[src/rtl/jtag_pkg.sv]
// Shared JTAG definitions: host command opcodes, TAP instruction codes and
// the tms header patterns the driver walks the TAP with.
package jtag_pkg;

  typedef enum logic [1:0] {
    OP_RESET    = 2'd0,
    OP_SHIFT_IR = 2'd1,
    OP_SHIFT_DR = 2'd2,
    OP_IDLE     = 2'd3
  } jtag_op_e;

  localparam logic [4:0] INSTR_BYPASS  = 5'b11111;
  localparam logic [4:0] INSTR_IDCODE  = 5'b00001;
  localparam logic [4:0] INSTR_SAMPLE  = 5'b00010;
  localparam logic [4:0] INSTR_PRELOAD = 5'b00011;
  localparam logic [4:0] INSTR_INTEST  = 5'b00100;
  localparam logic [4:0] INSTR_EXTEST  = 5'b00101;
  localparam logic [4:0] INSTR_BIST    = 5'b00111;

  localparam logic [31:0] IDCODE_VALUE = 32'hDEADBEEF;
  localparam int          IR_LEN       = 5;
  localparam int          BSR_LEN      = 10;

  // Header tms patterns, LSB is the first slot.
  localparam logic [6:0] HDR_TMS_RESET   = 7'b0111111;
  localparam logic [6:0] HDR_TMS_IR      = 7'b0000011;
  localparam logic [6:0] HDR_TMS_DR      = 7'b0000001;
  localparam int         HDR_SLOTS_RESET = 7;
  localparam int         HDR_SLOTS_IR    = 4;
  localparam int         HDR_SLOTS_DR    = 3;

endpackage

[src/rtl/jtag_tck_gen.sv]
// tck divider: tck low then high for CLK_DIV clk cycles each while enabled.
// Strobes flag the clk cycle whose closing edge raises or lowers tck.
module jtag_tck_gen #(
  parameter int CLK_DIV = 4
) (
  input  logic clk,
  input  logic rst,
  input  logic en,
  output logic tck,
  output logic rise_stb,
  output logic fall_stb
);

  localparam int              PH_W   = $clog2(CLK_DIV);
  localparam logic [PH_W-1:0] PH_MAX = PH_W'(CLK_DIV - 1);

  logic [PH_W-1:0] phase_q, phase_d;
  logic            tck_q, tck_d;
  logic            wrap;

  always_comb begin
    wrap     = en && (phase_q == PH_MAX);
    rise_stb = wrap && !tck_q;
    fall_stb = wrap && tck_q;
    phase_d  = '0;
    tck_d    = 1'b0;
    if (en) begin
      phase_d = wrap ? '0 : phase_q + 1'b1;
      tck_d   = wrap ? ~tck_q : tck_q;
    end
  end

  always_ff @(posedge clk or posedge rst) begin
    if (rst) begin
      phase_q <= '0;
      tck_q   <= 1'b0;
    end else begin
      phase_q <= phase_d;
      tck_q   <= tck_d;
    end
  end

  assign tck = tck_q;

endmodule

[src/rtl/jtag_host_driver.sv]
// JTAG host driver: turns parallel RESET / SHIFT_IR / SHIFT_DR / IDLE commands
// into tck/tms/tdi slot sequences and returns the captured tdo bits.
//
// state   | meaning
// S_IDLE  | waiting for a command, tck parked low
// S_HDR   | header tms slots (whole sequence for RESET and IDLE)
// S_SHIFT | data slots, tms=1 on the last one
// S_TRL   | trailer tms 1,0 back to Run-Test/Idle
// S_DONE  | rsp_valid pulse, may accept the next command
module jtag_host_driver
  import jtag_pkg::*;
#(
  parameter int CLK_DIV = 4,
  parameter int MAX_LEN = 32,
  parameter int LEN_W   = $clog2(MAX_LEN + 1)
) (
  input  logic               clk,
  input  logic               rst,
  input  logic               cmd_valid,
  output logic               cmd_ready,
  input  logic [1:0]         cmd_op,
  input  logic [LEN_W-1:0]   cmd_len,
  input  logic [MAX_LEN-1:0] cmd_data,
  output logic               rsp_valid,
  output logic [MAX_LEN-1:0] rsp_data,
  output logic               busy,
  output logic               tck,
  output logic               tms,
  output logic               tdi,
  input  logic               tdo
);

  localparam logic [2:0] S_IDLE  = 3'd0;
  localparam logic [2:0] S_HDR   = 3'd1;
  localparam logic [2:0] S_SHIFT = 3'd2;
  localparam logic [2:0] S_TRL   = 3'd3;
  localparam logic [2:0] S_DONE  = 3'd4;

  localparam logic [LEN_W-1:0] LEN_MAX = LEN_W'(MAX_LEN);
  localparam logic [LEN_W-1:0] LEN_ONE = LEN_W'(1);
  localparam logic [LEN_W-1:0] LEN_TWO = LEN_W'(2);

  logic [2:0]         state_q, state_d;
  jtag_op_e           op_q, op_d;
  logic [LEN_W-1:0]   len_q, len_d;
  logic [LEN_W-1:0]   cnt_q, cnt_d;
  logic [6:0]         hdr_q, hdr_d;
  logic [MAX_LEN-1:0] dat_q, dat_d;
  logic [MAX_LEN-1:0] cap_q, cap_d;
  logic [MAX_LEN-1:0] rsp_q, rsp_d;
  logic               tms_q, tms_d;
  logic               tdi_q, tdi_d;
  logic               en_q, en_d;

  logic               fall_stb, rise_stb;
  logic               accept, is_shift, cmd_is_shift;
  jtag_op_e           cmd_op_e;
  logic [LEN_W-1:0]   len_c;
  logic [6:0]         hdr_pat;
  logic [LEN_W-1:0]   hdr_len;

  jtag_tck_gen #(
    .CLK_DIV (CLK_DIV)
  ) u_tck_gen (
    .clk      (clk),
    .rst      (rst),
    .en       (en_q),
    .tck      (tck),
    .rise_stb (rise_stb),
    .fall_stb (fall_stb)
  );

  always_comb begin
    cmd_op_e     = jtag_op_e'(cmd_op);
    len_c        = (cmd_len > LEN_MAX) ? LEN_MAX : cmd_len;
    cmd_is_shift = (cmd_op_e == OP_SHIFT_IR) || (cmd_op_e == OP_SHIFT_DR);
    hdr_pat      = '0;
    hdr_len      = LEN_ONE;
    case (cmd_op_e)
      OP_RESET: begin
        hdr_pat = HDR_TMS_RESET;
        hdr_len = LEN_W'(HDR_SLOTS_RESET);
      end
      OP_SHIFT_IR: begin
        hdr_pat = HDR_TMS_IR;
        hdr_len = LEN_W'(HDR_SLOTS_IR);
      end
      OP_SHIFT_DR: begin
        hdr_pat = HDR_TMS_DR;
        hdr_len = LEN_W'(HDR_SLOTS_DR);
      end
      default: begin
        hdr_pat = '0;
        hdr_len = (len_c == '0) ? LEN_ONE : len_c;
      end
    endcase
  end

  always_comb begin
    state_d  = state_q;
    op_d     = op_q;
    len_d    = len_q;
    cnt_d    = cnt_q;
    hdr_d    = hdr_q;
    dat_d    = dat_q;
    cap_d    = cap_q;
    rsp_d    = rsp_q;
    tms_d    = tms_q;
    tdi_d    = tdi_q;
    en_d     = en_q;
    accept   = cmd_valid && cmd_ready;
    is_shift = (op_q == OP_SHIFT_IR) || (op_q == OP_SHIFT_DR);

    // Captured bits enter at the MSB; the response is right-aligned by length later.
    if (rise_stb && (state_q == S_SHIFT)) begin
      cap_d = {tdo, cap_q[MAX_LEN-1:1]};
    end

    case (state_q)
      S_IDLE, S_DONE: begin
        state_d = S_IDLE;
        if (accept) begin
          state_d = S_HDR;
          op_d    = cmd_op_e;
          len_d   = len_c;
          cnt_d   = hdr_len;
          hdr_d   = hdr_pat;
          dat_d   = cmd_data;
          tdi_d   = 1'b0;
          if (cmd_is_shift && (len_c == '0)) begin
            en_d = 1'b0;
          end else begin
            en_d  = 1'b1;
            tms_d = hdr_pat[0];
          end
        end
      end
      S_HDR: begin
        if (!en_q) begin
          state_d = S_DONE;
        end else if (fall_stb) begin
          if (cnt_q == LEN_ONE) begin
            if (is_shift) begin
              state_d = S_SHIFT;
              cnt_d   = len_q;
              tms_d   = (len_q == LEN_ONE);
              tdi_d   = dat_q[0];
            end else begin
              state_d = S_DONE;
              en_d    = 1'b0;
            end
          end else begin
            cnt_d = cnt_q - LEN_ONE;
            hdr_d = hdr_q >> 1;
            tms_d = hdr_d[0];
          end
        end
      end
      S_SHIFT: begin
        if (fall_stb) begin
          if (cnt_q == LEN_ONE) begin
            state_d = S_TRL;
            cnt_d   = LEN_TWO;
            tms_d   = 1'b1;
            tdi_d   = 1'b0;
          end else begin
            cnt_d = cnt_q - LEN_ONE;
            dat_d = dat_q >> 1;
            tdi_d = dat_d[0];
            tms_d = (cnt_q == LEN_TWO);
          end
        end
      end
      S_TRL: begin
        if (fall_stb) begin
          if (cnt_q == LEN_ONE) begin
            state_d = S_DONE;
            en_d    = 1'b0;
          end else begin
            cnt_d = cnt_q - LEN_ONE;
            tms_d = 1'b0;
          end
        end
      end
      default: begin
        state_d = S_IDLE;
        en_d    = 1'b0;
      end
    endcase

    if ((state_d == S_DONE) && (state_q != S_DONE)) begin
      rsp_d = is_shift ? (cap_q >> (LEN_MAX - len_q)) : '0;
    end
  end

  always_ff @(posedge clk or posedge rst) begin
    if (rst) begin
      state_q <= S_IDLE;
      op_q    <= OP_RESET;
      len_q   <= '0;
      cnt_q   <= '0;
      hdr_q   <= '0;
      dat_q   <= '0;
      cap_q   <= '0;
      rsp_q   <= '0;
      tms_q   <= 1'b1;
      tdi_q   <= 1'b0;
      en_q    <= 1'b0;
    end else begin
      state_q <= state_d;
      op_q    <= op_d;
      len_q   <= len_d;
      cnt_q   <= cnt_d;
      hdr_q   <= hdr_d;
      dat_q   <= dat_d;
      cap_q   <= cap_d;
      rsp_q   <= rsp_d;
      tms_q   <= tms_d;
      tdi_q   <= tdi_d;
      en_q    <= en_d;
    end
  end

  assign cmd_ready = (state_q == S_IDLE) || (state_q == S_DONE);
  assign busy      = (state_q == S_HDR) || (state_q == S_SHIFT) || (state_q == S_TRL);
  assign rsp_valid = (state_q == S_DONE);
  assign rsp_data  = rsp_q;
  assign tms       = tms_q;
  assign tdi       = tdi_q;

endmodule

[config.mk]
export PLATFORM = sky130hd
export DESIGN_NAME = jtag_host_driver
export DESIGN_NICKNAME = d
export VERILOG_FILES = /design/src/rtl/jtag_pkg.sv /design/src/rtl/jtag_tck_gen.sv /design/src/rtl/jtag_host_driver.sv
export SDC_FILE = /design/constraint.sdc
export NUM_CORES = 1
export LEC_CHECK = 0
export ABC_AREA = 1
export ABC_CLOCK_PERIOD_IN_PS = 4500
export BUFFER_PORTS_ARGS = -buffer_cell sky130_fd_sc_hd__buf_2
export CORE_ASPECT_RATIO = 0.5
export CORE_UTILIZATION = 56
export DETAILED_ROUTE_END_ITERATION = 6
export GPL_TIMING_DRIVEN = 1
export PLACE_DENSITY_LB_ADDON = 0.12
export REMOVE_ABC_BUFFERS = 1
export SLEW_MARGIN = 20
export SYNTH_ARGS = -nofsm -noshare
export SYNTH_HDL_FRONTEND = slang
export SYNTH_SLANG_ARGS = --single-unit
[constraint.sdc]
create_clock -name clk -period 4.5 [get_ports clk]
set_clock_uncertainty 0.2 [all_clocks]
set_input_delay 0.225 -clock clk [delete_from_list [all_inputs] [get_ports clk]]
set_output_delay 0.225 -clock clk [all_outputs]
set_load 0.05 [all_outputs]
## Word level (Yosys, flattened, before mapping)

Cells that the tools add are included.

- Word-level logic and storage cells: 142
- Register bits after elaboration: 126
- Bits of input ports: 44

- Bitwise operators: 2
- Shifts and indexed selects: 1
- $lt $le $gt $ge: 1
- Multiplexer cells: 66
- $add $sub $neg: 3
- Equality and inequality tests: 28
- Reductions and logical operators: 28

Operators by type and width:

| operator | number |
|---|---|
| two-way mux 32 bit | 4 |
| two-way mux 6 bit | 11 |
| one-hot mux 32 bit (2 select lines) | 1 |
| one-hot mux 6 bit (3 select lines) | 2 |
| right shift 32 x 6 -> 32 bit | 1 |
| two-way mux 1 bit | 28 |
| two-way mux 7 bit | 4 |
| two-way mux 3 bit | 8 |
| inequality test 2 bit (second input constant) | 12 |
| one-hot mux 6 bit (4 select lines) | 1 |
| one-hot mux 7 bit (2 select lines) | 1 |
| == test 6 x 1 -> 1 bit (second input constant) | 2 |
| one-hot mux 3 bit (4 select lines) | 1 |
| AND reduction 9 bit | 1 |
| one-hot mux 1 bit (4 select lines) | 2 |
| AND reduction 4 bit | 2 |
| AND reduction 8 bit | 1 |
| logical AND 1 bit | 7 |
| AND reduction 7 bit | 1 |
| == test 2 bit (second input constant) | 3 |
| == test 3 x 2 -> 1 bit (second input constant) | 2 |
| == test 3 bit (second input constant) | 2 |
| == test 6 x 2 -> 1 bit (second input constant) | 1 |
| > comparator 6 bit (second input constant) | 1 |
| 21 further kinds | 30 |

## Longest topological paths before layout

- Depth in word-level cells: 9
- Depth in mapped cells: 17
- Mapped depth without buffers: 14

## Hierarchy

Synthesis repeated with hierarchy kept, for this count alone.

- Cells, all modules: 1,036
- Area total of the unflattened synthesis: 7,577.3 µm²

By module, submodules not included:

| module | cells each | area an instance (µm²) | instances | sequential area each (µm²) |
|---|---|---|---|---|
| jtag_host_driver | 1,019 | 7,433.4 | 1 | 3,029.2 |
| jtag_tck_gen | 17 | 143.9 | 1 | 75.1 |

## Worst setup path after synthesis

Ideal clock, no wire load.

- Kind: reg2reg
- From: register len_q[0]
- To: register rsp_q[0] (netlist: rsp_data[0])
- Period minus slack after synthesis: 2.411 ns
- Arrival time: 2.093 ns
- Buffers on the path: 4
- Cell stages (with the launch flop): 15
- Path slack: 2.089 ns
- Path through: dfrtp_1 inv_2 buf_2 buf_2 ha_1 clkbuf_1 inv_1 clkbuf_1 nand3_1 nand3_1 nand3_1 nand3_1 nand2_1 nand3_1 nand2_1

- Cells in the longest elaborated chain, start to end: 3

Ends and longest elaborated chain:

| item | RTL line | RTL |
|---|---|---|
| start, declared | jtag_host_driver.sv:45 | `logic [LEN_W-1:0] len_q, len_d;` |
| start signal, assigned | jtag_host_driver.sv:212 | `len_q <= len_d;` |
| subtractor 6 bit | jtag_host_driver.sv:192 | `rsp_d = is_shift ? (cap_q >> (LEN_MAX - len_q)) : '0;` |
| right shift 32 x 6 -> 32 bit | jtag_host_driver.sv:192 |  |
| two-way mux 32 bit | jtag_host_driver.sv:192 |  |
| end signal, assigned | jtag_host_driver.sv:217 | `rsp_q <= rsp_d;` |
| end, declared | jtag_host_driver.sv:50 | `logic [MAX_LEN-1:0] rsp_q, rsp_d;` |

No other way between the ends.
A chain may end at the register's enable or synchronous reset.

## Worst setup path after layout

- From: register len_q[0]
- To: register rsp_q[5] (netlist: rsp_data[5])

The elaborated chain is that of the path after synthesis.

==> metrics <==
status finished clean; gate count after technology mapping 967; sort of element at the start of the critical path register; Period Utilization, post-route 68.6%; total number of vias 7002; endpoint required time on the critical path 4.62 ns; arrival time reported for the critical path endpoint 3.20 ns; leading cell type in the layout, fill and taps excluded nand2_1; GRT Overall Usage 30.0%; Final setup violation count 0; count of synthesis-stage warnings from yosys 0; clock tree from TritonCTS yes; number of sinks handled by clock tree synthesis 124; Setup Fix Bufs, Post-CTS 0; Clock Tree Buf Depth 2; count of flip-flops with a built-in enable after synthesis 0; total half-perimeter wirelength after legalization and detailed placement approximately 12000 um; Routed Wire Length 18700 um; post-synthesis register bit count 124; FP Rows 28; total negative slack for setup checks 0 ns; count of distinct cell types in the synthesized netlist 41; shortest clock period the worst path allows after layout about 3.1 ns; cell type with the largest total area after synthesis dfrtp_1; Placer Congestion between 0.9 and 1; top-level port count 82; H-tree depth reported by CTS 4; insertion delay to the later sink of the worst-skew pair 0.43 ns; type of the most critical hold path primary input to register; antenna-violating nets left 0; average vias per placed instance 5.62; Routed WL per cell 15.0 um; Top FF cell, synth dfrtp_1; relative area change from synthesis to final layout 19.8%; Critical Path End Type register; clock transition at the registers of the reported paths 0.07 ns; Max IR drop VDD between 0.4 and 0.5 mV; max frequency 0.324 GHz; Max Cap Viol 0; fraction of final layout cells with drive strength greater than 1 14.7%; power density over the cells 758 mW/mm2; number of global-route vias before repair 6649; GRT overflow 0; final standard cell area without fillers 0.00864 mm2; synth top area cells dfrtp_1 43%, nand2_1 17%, nand3_1 12%; DRC 0; Least-Margin Pin Slew 1.06 ns; initial cell density of the core between 50% and 60%; Leak 4.44 nW; x dimension of the die ~160 um; wire length of the first global-routing pass 31700 um; final hold violation count 0; startpoint-to-endpoint class of the critical path register to register; share of the yosys chip area belonging to registers 43.1%; max_slew headroom ~29%; final slew viol count 0; initial antenna violation count 0; count of inserted antenna diode cells 0; cells resized by post-CTS repair 0; DIE HEIGHT 82.2 um; number of search-and-repair iterations in the first detailed-routing pass 5; clock tree root buffer cell clkbuf_16; commonest non-fill, non-tap cells in the layout 329 x nand2_1, 173 x nand3_1, 123 x dfrtp_1; largest fanout on the critical path 33; area share of the largest cell type after synthesis around 43%; core box area 0.0122 mm2; total chip power roughly 6.5 mW; Synth Cell Area 0.00721 mm2; setup repair after global routing missed its margin no; die area 0.0134 mm2; Placement Cell Area 0.00763 mm2; number of DRC markers after the initial detailed-route iteration 745; ys async rst share 100%; final layout net count 1122; number of CTS-inserted buffers 17; PortBufs 81; syn avg cell area approximately 7.5 um2; largest net degree at the start of global routing 64
stage by stage:
| stage | utilization, % | std cells | hold slack, ns | setup WS (ns) |
|---|---|---|---|---|
| after CTS | 71.0 | 1246 | 0.0173 | 1.41 |
| after global routing | 71.0 | 1246 | 0.0767 | 1.10 |
| after detailed placement | 62.8 | 1171 | 0.226 | 1.41 |
| after global placement | 62.8 | 1171 | 0.210 | 1.50 |
| after floorplan | - | 918 | 0.146 | 0.777 |
| final | 71.0 | 1246 | 0.0282 | 1.41 |
repair_timing:
item                       in CTS  in global routing
setup endpoints to repair       0                  0
hold endpoints to repair      102                  0
hold buffers                   43                  0
synth_stat cells, types with 2 or more instances:
master / number
buf_2: 21
o21ai_0: 13
xor2_1: 3
a31oi_1: 33
nor2_2: 4
nand3_1: 173
nand2_1: 329
o21bai_1: 4
nand2_2: 3
xnor2_1: 3
inv_4: 2
buf_4: 2
o22ai_1: 7
mux2_2: 6
inv_1: 28
nor2_1: 79
a21oi_1: 19
o21ai_1: 13
o211ai_1: 2
mux2_1: 22
nand4_1: 10
dfrtp_1: 123
inv_2: 14
clkbuf_1: 21
buf_6: 4
ha_1: 10
nor3_1: 5
final timing paths:
kind / startpoint / endpoint / slack (ns) / depth (start not counted)
setup / recovery: len_q[0] / rsp_data[5] / 1.41 / 14
hold / removal: cmd_valid / en_q / 0.03 / 4
setup reg to reg: len_q[0] / rsp_data[5] / 1.41 / 14
hold reg to reg: u_tck_gen.phase_q[0] / u_tck_gen.phase_q[0] / 0.24 / 1
max in group asynchronous: rst / cap_q[9] / 2.86 / 4
min in group asynchronous: rst / dat_q[10] / 0.31 / 3
cell families (layout without fill, tap and decap cells):
kind of cell	after synthesis	after routing	synth area share, %
fa+ha+maj	10	10	1.74
flops	124	124	43.1
mux	28	28	4.37
simple gates	611	611	36.3
compound gates	94	94	7.57
xor+xnor	7	7	1.11
buf+inv	93	207	5.80
registers in the layout, indices dropped and copies added (netlist names):
| name | cells |
|---|---|
| cap_q | 32 |
| u_tck_gen.tck | 1 |
| en_q | 1 |
| len_q | 6 |
| dat_q | 32 |
| hdr_q | 5 |
| state_q | 3 |
| tms | 1 |
| op_q | 2 |
| tdi | 1 |
| u_tck_gen.phase_q | 2 |
| rsp_data | 32 |
| cnt_q | 6 |
report_power, final:
part	switching, mW	internal (mW)	leakage [nW]
Sequential	0.203	1.45	1.59
Clock	0.602	0.735	0.273
Combinational	2.53	1.02	2.58
Total	3.34	3.21	4.44
critical path: stages (launching register included):
cell and delay [ns]:
dfrtp_1 0.32, buf_4 0.30, inv_2 0.07, ha_1 0.29, buf_4 0.24, inv_1 0.70, nand3_1 0.26, nand3_1 0.18
nand2_1 0.06, nand2_1 0.06, nand2_1 0.07, nand2_1 0.06, nand2_1 0.05, nand2_1 0.06, nand2_1 0.05
layer usage:
metal	vias up	global-route usage, %	part of all wire (%)
met2	271	48.9	47
met5	-	0	0
met1	3270	39.5	45
li1	3421	-	-
met3	40	7.09	6.8
met4	0	11.1	1.8
cell type report:
| type | instances | area [um2] |
|---|---|---|
| repair buffers | 131 | 888 |
| multi-input cells | 750 | 3690 |
| fillers | 966 | 3520 |
| inverters | 44 | 173 |
| well taps | 165 | 206 |
| clock inverters | 15 | 150 |
| flip-flops and latches | 124 | 3100 |
| clock buffers | 17 | 425 |
(Power assumes the default switching activity.)
